### src/rtl/audio_pkg.sv
// Audio types shared by the sample sources and the I2S transmitter.
package audio_pkg;

  localparam int SAMPLE_W = 16;

  typedef struct packed {
    logic [SAMPLE_W-1:0] left;
    logic [SAMPLE_W-1:0] right;
  } stereo_sample_t;

endpackage

### src/rtl/i2s_tx_if.sv
// Sample handshake between an upstream audio source and the I2S transmitter.
interface i2s_tx_if;
  import audio_pkg::*;

  stereo_sample_t sample;
  logic           mute;
  logic           sample_req;

  modport master (output sample, output mute, input sample_req);
  modport slave  (input sample, input mute, output sample_req);

endinterface

### src/rtl/i2s_clk_gen.sv
// Bit-clock divider: owns div_cnt and bclk, and flags the cycle whose edge drives bclk low.
module i2s_clk_gen #(
  parameter int BCLK_DIV = 4
) (
  input  logic i_clk,
  input  logic i_rst,
  output logic bclk,
  output logic fall_evt
);

  localparam int               CNT_W    = (BCLK_DIV > 1) ? $clog2(BCLK_DIV) : 1;
  localparam logic [CNT_W-1:0] CNT_LAST = CNT_W'(BCLK_DIV - 1);

  logic [CNT_W-1:0] div_cnt_reg;
  logic             bclk_reg;
  logic             toggle;

  assign toggle = (div_cnt_reg == CNT_LAST);
  // Decoded from registered state so the consumer updates on the same edge as bclk falls.
  assign fall_evt = toggle & bclk_reg;
  assign bclk     = bclk_reg;

  always_ff @(posedge i_clk or posedge i_rst) begin
    if (i_rst) begin
      div_cnt_reg <= '0;
      bclk_reg    <= 1'b0;
    end else begin
      div_cnt_reg <= toggle ? '0 : div_cnt_reg + 1'b1;
      if (toggle) begin
        bclk_reg <= ~bclk_reg;
      end
    end
  end

endmodule

### src/rtl/i2s_tx.sv
// Philips I2S transmitter: generates BCLK/LRCLK, requests one stereo sample per frame
// and shifts it out MSB-first with the one-BCLK data delay after each word-select edge.
module i2s_tx
  import audio_pkg::*;
#(
  parameter int BCLK_DIV  = 4,
  parameter int SLOT_BITS = 32
) (
  input  logic    i_clk,
  input  logic    i_rst,
  i2s_tx_if.slave tx,
  output logic    o_bclk,
  output logic    o_lrclk,
  output logic    o_sd
);

  localparam int FRAME_BITS = 2 * SLOT_BITS;
  localparam int BIT_W      = $clog2(FRAME_BITS);

  localparam logic [BIT_W-1:0] BIT_LAST   = BIT_W'(FRAME_BITS - 1);
  localparam logic [BIT_W-1:0] RIGHT_SLOT = BIT_W'(SLOT_BITS);
  localparam logic [BIT_W-1:0] LOAD_BIT   = BIT_W'(1);

  logic                  fall_evt;
  logic                  bclk;
  stereo_sample_t        smp;
  logic [FRAME_BITS-1:0] load_word;

  logic [BIT_W-1:0]      bit_cnt_reg, bit_cnt_next;
  logic [FRAME_BITS-1:0] word_reg, word_next;
  logic                  lrclk_reg, lrclk_next;
  logic                  sd_reg, sd_next;
  logic                  req_reg, req_next;

  i2s_clk_gen #(
    .BCLK_DIV (BCLK_DIV)
  ) u_clk_gen (
    .i_clk    (i_clk),
    .i_rst    (i_rst),
    .bclk     (bclk),
    .fall_evt (fall_evt)
  );

  assign smp = tx.sample;

  // Each channel is left-justified in its slot, padded with zeros below the LSB.
  always_comb begin
    load_word = '0;
    if (!tx.mute) begin
      load_word[FRAME_BITS-1 -: SAMPLE_W] = smp.left;
      load_word[SLOT_BITS-1  -: SAMPLE_W] = smp.right;
    end
  end

  always_comb begin
    bit_cnt_next = bit_cnt_reg;
    word_next    = word_reg;
    lrclk_next   = lrclk_reg;
    sd_next      = sd_reg;
    req_next     = 1'b0;
    if (fall_evt) begin
      bit_cnt_next = (bit_cnt_reg == BIT_LAST) ? '0 : bit_cnt_reg + 1'b1;
      lrclk_next   = (bit_cnt_next >= RIGHT_SLOT);
      req_next     = (bit_cnt_next == '0);
      // Bit 1 loads the new frame and drives its MSB in the same edge.
      if (bit_cnt_next == LOAD_BIT) begin
        sd_next   = load_word[FRAME_BITS-1];
        word_next = {load_word[FRAME_BITS-2:0], 1'b0};
      end else begin
        sd_next   = word_reg[FRAME_BITS-1];
        word_next = {word_reg[FRAME_BITS-2:0], 1'b0};
      end
    end
  end

  always_ff @(posedge i_clk or posedge i_rst) begin
    if (i_rst) begin
      bit_cnt_reg <= BIT_LAST;
      word_reg    <= '0;
      lrclk_reg   <= 1'b1;
      sd_reg      <= 1'b0;
      req_reg     <= 1'b0;
    end else begin
      bit_cnt_reg <= bit_cnt_next;
      word_reg    <= word_next;
      lrclk_reg   <= lrclk_next;
      sd_reg      <= sd_next;
      req_reg     <= req_next;
    end
  end

  assign o_bclk        = bclk;
  assign o_lrclk       = lrclk_reg;
  assign o_sd          = sd_reg;
  assign tx.sample_req = req_reg;

endmodule
### src/flat_wrapper.sv
// flat-port wrapper written by rule: the top's interface ports become plain ports
module i2s_tx_flat import audio_pkg::*;
#(
  parameter int BCLK_DIV  = 4,
  parameter int SLOT_BITS = 32
)
  (i_clk, i_rst, o_bclk, o_lrclk, o_sd, tx_sample, tx_mute, tx_sample_req);
  i2s_tx_if tx_i ();
  input  logic i_clk;
  input  logic i_rst;
  output logic o_bclk;
  output logic o_lrclk;
  output logic o_sd;
  input wire logic [$bits(tx_i.sample)-1:0] tx_sample;
  input wire logic [$bits(tx_i.mute)-1:0] tx_mute;
  output wire logic [$bits(tx_i.sample_req)-1:0] tx_sample_req;
  assign tx_i.sample = tx_sample;
  assign tx_i.mute = tx_mute;
  assign tx_sample_req = tx_i.sample_req;
  i2s_tx #(.BCLK_DIV(BCLK_DIV), .SLOT_BITS(SLOT_BITS)) u_core (.i_clk(i_clk), .i_rst(i_rst), .tx(tx_i), .o_bclk(o_bclk), .o_lrclk(o_lrclk), .o_sd(o_sd));
endmodule
### config.mk
export PLATFORM = sky130hd
export DESIGN_NAME = i2s_tx_flat
export DESIGN_NICKNAME = d
export VERILOG_FILES = /design/src/rtl/audio_pkg.sv /design/src/rtl/i2s_tx_if.sv /design/src/rtl/i2s_clk_gen.sv /design/src/rtl/i2s_tx.sv /design/src/flat_wrapper.sv
export SDC_FILE = /design/constraint.sdc
export NUM_CORES = 1
export LEC_CHECK = 0
export ABC_AREA = 1
export CAP_MARGIN = 40
export CORE_ASPECT_RATIO = 0.8
export CORE_MARGIN = 1.5
export CORE_UTILIZATION = 55
export CTS_CLUSTER_DIAMETER = 80
export DETAILED_ROUTE_END_ITERATION = 10
export PLACE_DENSITY = 0.88
export SLEW_MARGIN = 10
export SYNTH_ARGS = -nofsm -noshare
export SYNTH_HDL_FRONTEND = slang
export SYNTH_SLANG_ARGS = --single-unit
### constraint.sdc
create_clock -name i_clk -period 2.9 [get_ports i_clk]
set_input_delay 0.58 -clock i_clk [delete_from_list [all_inputs] [get_ports i_clk]]
set_output_delay 0.58 -clock i_clk [all_outputs]
set_load 0.1 [all_outputs]
==> results.sh, run 1 <==
export IMPL_grt_pass1_vias=2490
export IMPL_syn2layout_area_growth_pct=18.9
export IMPL_final_util_pct=69.6
export IMPL_avgViaCountPerCell=5.18
export IMPL_setup_viol=0
export IMPL_globalRouteTotalUtil_pct=24.3
export IMPL_cts_tree="yes"
export IMPL_num_vias=2590
export IMPL_cellLeakagePower_nw=1.85
export IMPL_syn_num_nets=438
export IMPL_overflow=0
export IMPL_final_cell_area_um2=3580
export IMPL_cts_buffers_inserted=9
export IMPL_met2_usage_pct=37.0
export IMPL_fin_ws_ps=524
export IMPL_grt_max_degree=60
export IMPL_syn_cell_area_um2=3010
export IMPL_top_usage_layer="met2"
export IMPL_synthesis_instances=399
export IMPL_dpl_hpwl_um=4200
export IMPL_cts_max_level=3
export IMPL_power_density_nw_per_um2=454
export IMPL_syn_avg_cell_area_um2=7.55
export IMPL_path_class="reg -> reg"
export IMPL_ys_warn_count=0
export IMPL_status="finished clean"
export IMPL_ctsResizeCount=0
export IMPL_finalNetCount=472
export IMPL_ys_types=25
export IMPL_max_slew_worst_pin_slew_ps=730
export IMPL_mostFrequentLayoutCells="nand2_1 (151), nand3_1 (74), dfrtp_1 (52)"
export IMPL_clkSinkCount=59
export IMPL_ys_seq_area_share_pct=49.3
export IMPL_rsz0062_at_grt="no"
export IMPL_rows=23
export IMPL_cts_root_buf="clkbuf_8"
export IMPL_drtIter0Drc=188
export IMPL_port_buffers=38
export IMPL_arrival_ps=2570
export IMPL_drc=0
export IMPL_place_area_um2=3410
export IMPL_die_h_um=69.2
export IMPL_hold_path_class="reg -> reg"
export IMPL_fmax_mhz=421
export IMPL_vdd_drop_max_v=0.000311
export IMPL_grt_pass1_wl_um=11300
export IMPL_routed_wl_um=6430
export IMPL_initial_core_util_pct=58.5
export IMPL_postCtsSetupBuffers=0
export IMPL_end_kind="flip-flop"
export IMPL_gr_usage_met3_pct=7.62
export IMPL_antenna_found_initial=0
export IMPL_tns_ps=0
export IMPL_gp_congestion=0.874
export IMPL_clock_skew_final_ps=7.57
export IMPL_hold_buffers=0
export IMPL_slew_headroom_pct=51.3
export IMPL_fp_dieW_um=85.8
export IMPL_core_area_um2=5150
export IMPL_firstDrtPassIters=4
export IMPL_layout_commonest_cell="nand2_1"
export IMPL_drive_gt1_share_pct=8.45
export IMPL_finalHoldViolCount=0
export IMPL_required_ps=3100
export IMPL_path_max_fanout=41
export IMPL_rrSetupSlack_ps=520
export IMPL_dp_slack_ps=547
export IMPL_post_route_period_util_pct=81.9
export IMPL_ys_seq_elements=59
export IMPL_clock_latency_ps=330
export IMPL_path_clk_slew_ps=60
export IMPL_ant_nets=0
export IMPL_maxCapViolCount=0
export IMPL_period_needed_ps=2380
export IMPL_dieArea_um2=5940
export IMPL_largest_reg_flops=47
export IMPL_clock_path_buffers=2
export IMPL_detail_route_wl_per_cell_um=12.9
export IMPL_diodes=0
export IMPL_ios=39
export IMPL_cp_start_kind="flip-flop"
export IMPL_met1_usage_pct=32.5
export IMPL_slew_violations=0
power by group:
group	leakage (nW)	internal [mW]	switching [mW]
Sequential	0.766	0.843	0.0103
Combinational	0.995	0.0603	0.0576
Clock	0.0905	0.355	0.300
Total	1.85	1.26	0.367
worst paths after layout:
check | from | end | cells after the start
min in group asynchronous | i_rst | u_core.word_reg[37]$_DFFE_PP0P_ | 3
worst max register to register | u_core.bit_cnt_reg[0]$_DFFE_PP1P_ | u_core.word_reg[38]$_DFFE_PP0P_ | 8
max in group asynchronous | i_rst | u_core.word_reg[32]$_DFFE_PP0P_ | 3
worst min register to register | u_core.u_clk_gen.div_cnt_reg[0]$_DFF_PP0_ | u_core.u_clk_gen.div_cnt_reg[0]$_DFF_PP0_ | 1
worst max-delay path | u_core.bit_cnt_reg[0]$_DFFE_PP1P_ | u_core.word_reg[38]$_DFFE_PP0P_ | 8
worst min-delay path | u_core.u_clk_gen.div_cnt_reg[0]$_DFF_PP0_ | u_core.u_clk_gen.div_cnt_reg[0]$_DFF_PP0_ | 1
worst max-delay path, stage by stage, from the launching register on:
cell and delay [ps]:
dfstp_2 570, ha_1 180, nand2_2 90, inv_1 80, nand2_1 120, a21oi_4 430, nand2_4 350, nand2_1 300
o21ai_0 120
kinds of logic (layout without fill, tap and decap cells):
kind of cell    after synthesis  in the layout  synth area share, %
simple gates                237            237                 33.3
buf+inv                      72            111                 10.5
flops                        59             59                 49.3
compound gates               27             27                 5.35
fa+ha+maj                     4              4                 1.66
stage by stage:
step | power [mW] | hold WS (ps) | instances
after global routing | 1.69 | 445 | 500
after CTS | 1.64 | 443 | 500
after global placement | 0.982 | 412 | 483
after detailed placement | 0.986 | 435 | 484
after floorplan | 0.922 | 403 | 399
final | 1.63 | 432 | 500
layer usage:
layer / share of wire (%) / wire (µm)
met5: 0 / 0
met4: 1.5 / 95
met3: 5.8 / 373
met2: 46 / 2970
met1: 47 / 2990
synth_stat cells, drive strengths merged:
library cell	instances	share of area, %
ha	4	1.7
clkbuf	12	1.5
nor4	1	0.21
nor2	6	0.75
o21bai	1	0.25
buf	11	2.9
nand2	153	19
nand3	74	12
or2	1	0.21
o21ai	22	3.7
dfstp	7	6.1
o22ai	1	0.21
and2	1	0.21
dfrtp	52	43
a21oi	3	1.2
clkinv	1	0.12
inv	48	6.0
nand4	1	0.21
area by class of cell:
| class | instances | area, µm² |
|---|---|---|
| multi-input cells | 268 | 1210 |
| well taps | 62 | 77.6 |
| flip-flops and latches | 59 | 1490 |
| fillers | 417 | 1570 |
| repair buffers | 46 | 450 |
| clock buffers | 14 | 163 |
| inverters | 49 | 184 |
| clock inverters | 2 | 10.0 |
Power figures use the tool's default switching activity.
==> run 2, diff against run 1 <==
==> constraint.sdc (replaced) <==
create_clock -name i_clk -period 2.2 [get_ports i_clk]
set_input_delay 0.44 -clock i_clk [delete_from_list [all_inputs] [get_ports i_clk]]
set_output_delay 0.44 -clock i_clk [all_outputs]
set_load 0.1 [all_outputs]
==> run 2 against run 1 <==
Effect of this change: count of clock-buffer cells in the layout unchanged; wire length up 3.1%; clock skew grew 1.4 ps; die area did not move; utilization is 1.4 points higher; sequential power is 31% higher; flip-flop and latch count unchanged; design area rose by 2.0%; clock power increased by 53%; via count is 3.1% higher; register-to-register slack worse by 350 ps; combinational power up 35%; largest cell class unchanged.
==> results.sh, run 2 (synthesis results as in run 1) <==
export IMPL_clock_skew_final_ps=8.96
export IMPL_grt_pass1_wl_um=11600
export IMPL_die_h_um=69.2
export IMPL_multi_input_area_um2=1220
export IMPL_routed_wl_um=6630
export IMPL_required_ps=2480
export IMPL_nFillCells=407
export IMPL_r2r_cells=10
export IMPL_cp_start_kind="flip-flop"
export IMPL_path_max_fanout=23
export IMPL_cellLeakagePower_nw=1.89
export IMPL_slew_headroom_pct=76.3
export IMPL_vdd_drop_max_v=0.000479
export IMPL_fp_dieW_um=85.8
export IMPL_gp_congestion=0.858
export IMPL_layout_commonest_cell="nand2_1"
export IMPL_period_needed_ps=2030
export IMPL_maxCapViolCount=0
export IMPL_num_vias=2670
export IMPL_drtIter0Drc=270
export IMPL_rows=23
export IMPL_ios=39
export IMPL_fmax_mhz=494
export IMPL_clock_path_buffers=2
export IMPL_clock_latency_ps=350
export IMPL_overflow=0
export IMPL_final_cell_area_um2=3650
export IMPL_hold_path_class="reg -> reg"
export IMPL_tns_ps=0
export IMPL_post_route_period_util_pct=92.1
export IMPL_final_util_pct=70.9
export IMPL_dieArea_um2=5940
export IMPL_mostFrequentLayoutCells="nand2_1 (150), nand3_1 (74), dfrtp_1 (52)"
export IMPL_drc=0
export IMPL_crit_chain="ha_1 > nand2_2 > inv_1 > nand2_1 > a21oi_4 > nand2_4 > buf_12 > nand2_1 > nand3_1 > nand2_1"
export IMPL_diodes=0
export IMPL_dpl_hpwl_um=4290
export IMPL_setup_viol=0
export IMPL_firstDrtPassIters=4
export IMPL_detail_route_wl_per_cell_um=13.1
export IMPL_cpMaxStageDelayCell="dfstp_2"
export IMPL_finalHoldViolCount=0
export IMPL_syn2layout_area_growth_pct=21.2
export IMPL_port_buffers=38
export IMPL_grt_max_degree=60
export IMPL_ant_nets=0
export IMPL_avgViaCountPerCell=5.29
export IMPL_min_from="u_core.u_clk_gen.div_cnt_reg[0]$_DFF_PP0_"
export IMPL_cts_root_buf="clkbuf_8"
export IMPL_path_clk_slew_ps=70
export IMPL_max_stage_delay_ps=570
export IMPL_seqCellArea_um2=1490
export IMPL_globalRouteTotalUtil_pct=24.8
export IMPL_r2r_end="u_core.word_reg[32]$_DFFE_PP0P_"
export IMPL_r2r_start="u_core.bit_cnt_reg[0]$_DFFE_PP1P_"
export IMPL_initial_core_util_pct=58.5
export IMPL_arrival_ps=2310
export IMPL_path_class="reg -> reg"
export IMPL_holdPathEnd="u_core.u_clk_gen.div_cnt_reg[0]$_DFF_PP0_"
export IMPL_cts_max_level=3
export IMPL_power_density_nw_per_um2=626
export IMPL_largest_reg_flops=47
export IMPL_rsz0062_at_grt="no"
export IMPL_clkSinkCount=59
export IMPL_core_area_um2=5150
export IMPL_drive_gt1_share_pct=9.71
export IMPL_grt_pass1_vias=2718
export IMPL_max_slew_worst_pin_slew_ps=356
export IMPL_status="finished clean"
export IMPL_cts_buffers_inserted=9
export IMPL_end_kind="flip-flop"
export IMPL_cts_tree="yes"
export IMPL_antenna_found_initial=0
export IMPL_finalNetCount=477
export IMPL_place_area_um2=3440
export IMPL_cp_common_cell="nand2_1"
export IMPL_slew_violations=0
export IMPL_holdPathStages=1
export IMPL_rrSetupSlack_ps=170
-- run 2: final cells by class --
cell class / count / share of cell area [%]
tap: 62 / 2.12
inverter: 49 / 5.03
clock buffer: 14 / 4.45
clock inverter: 2 / 0.959
sequential: 59 / 40.7
timing repair buffer: 51 / 13.5
multi-input combinational: 268 / 33.3
-- run 2: timing repair --
action	in CTS	in global routing
gates resized for setup	0	1
setup buffers	0	2
hold buffers	0	0
setup endpoints to repair	0	7
-- run 2: power breakdown --
part / internal (mW) / switching [mW]
sequential: 1.11 / 0.0134
combinational: 0.0821 / 0.0767
clock: 0.585 / 0.418
-- run 2: critical path: cells and delay by family (launching register included) --
| family | cells | cell delay [ps] |
|---|---|---|
| buffers and inverters | 2 | 290 |
| flip-flops | 1 | 570 |
| adder cells (fa/ha/maj) | 1 | 190 |
| AO/OA/AOI/OAI | 1 | 270 |
| AND/OR/NAND/NOR | 6 | 640 |
-- run 2: per-stage QoR --
| step | cells | hold WS, ps | setup slack, ps | power [mW] |
|---|---|---|---|---|
| final | 505 | 437 | 174 | 2.29 |
| after detailed placement | 487 | 435 | 172 | 1.30 |
| after floorplan | 399 | 403 | 315 | 1.21 |
| after global placement | 487 | 413 | 315 | 1.30 |
| after global routing | 505 | 447 | 24.9 | 2.36 |
| after CTS | 503 | 444 | 144 | 2.30 |
-- run 2: per-layer routing --
layer	share of wire (%)	global-route usage [%]	up-vias
met3	6.1	5.95	11
met2	48	40.4	83
li1	-	-	1320
met5	0	0	-
met1	45	30.4	1256
met4	1.7	13.4	0
-- run 2: how the worst max path moves through the flow --
| stage | startpoint | to | slack (ps) |
|---|---|---|---|
| finish | u_core.bit_cnt_reg[0]$_DFFE_PP1P_ | u_core.word_reg[32]$_DFFE_PP0P_ | 170 |
| global route | u_core.bit_cnt_reg[0]$_DFFE_PP1P_ | u_core.word_reg[49]$_DFFE_PP0P_ | 20 |
| CTS | u_core.bit_cnt_reg[0]$_DFFE_PP1P_ | u_core.word_reg[48]$_DFFE_PP0P_ | 140 |
| detailed placement | u_core.bit_cnt_reg[0]$_DFFE_PP1P_ | u_core.word_reg[46]$_DFFE_PP0P_ | 170 |
| global placement | u_core.bit_cnt_reg[0]$_DFFE_PP1P_ | u_core.word_reg[31]$_DFFE_PP0P_ | 310 |
| floorplan | i_rst | u_core.o_sd$_DFFE_PP0P_ | 320 |
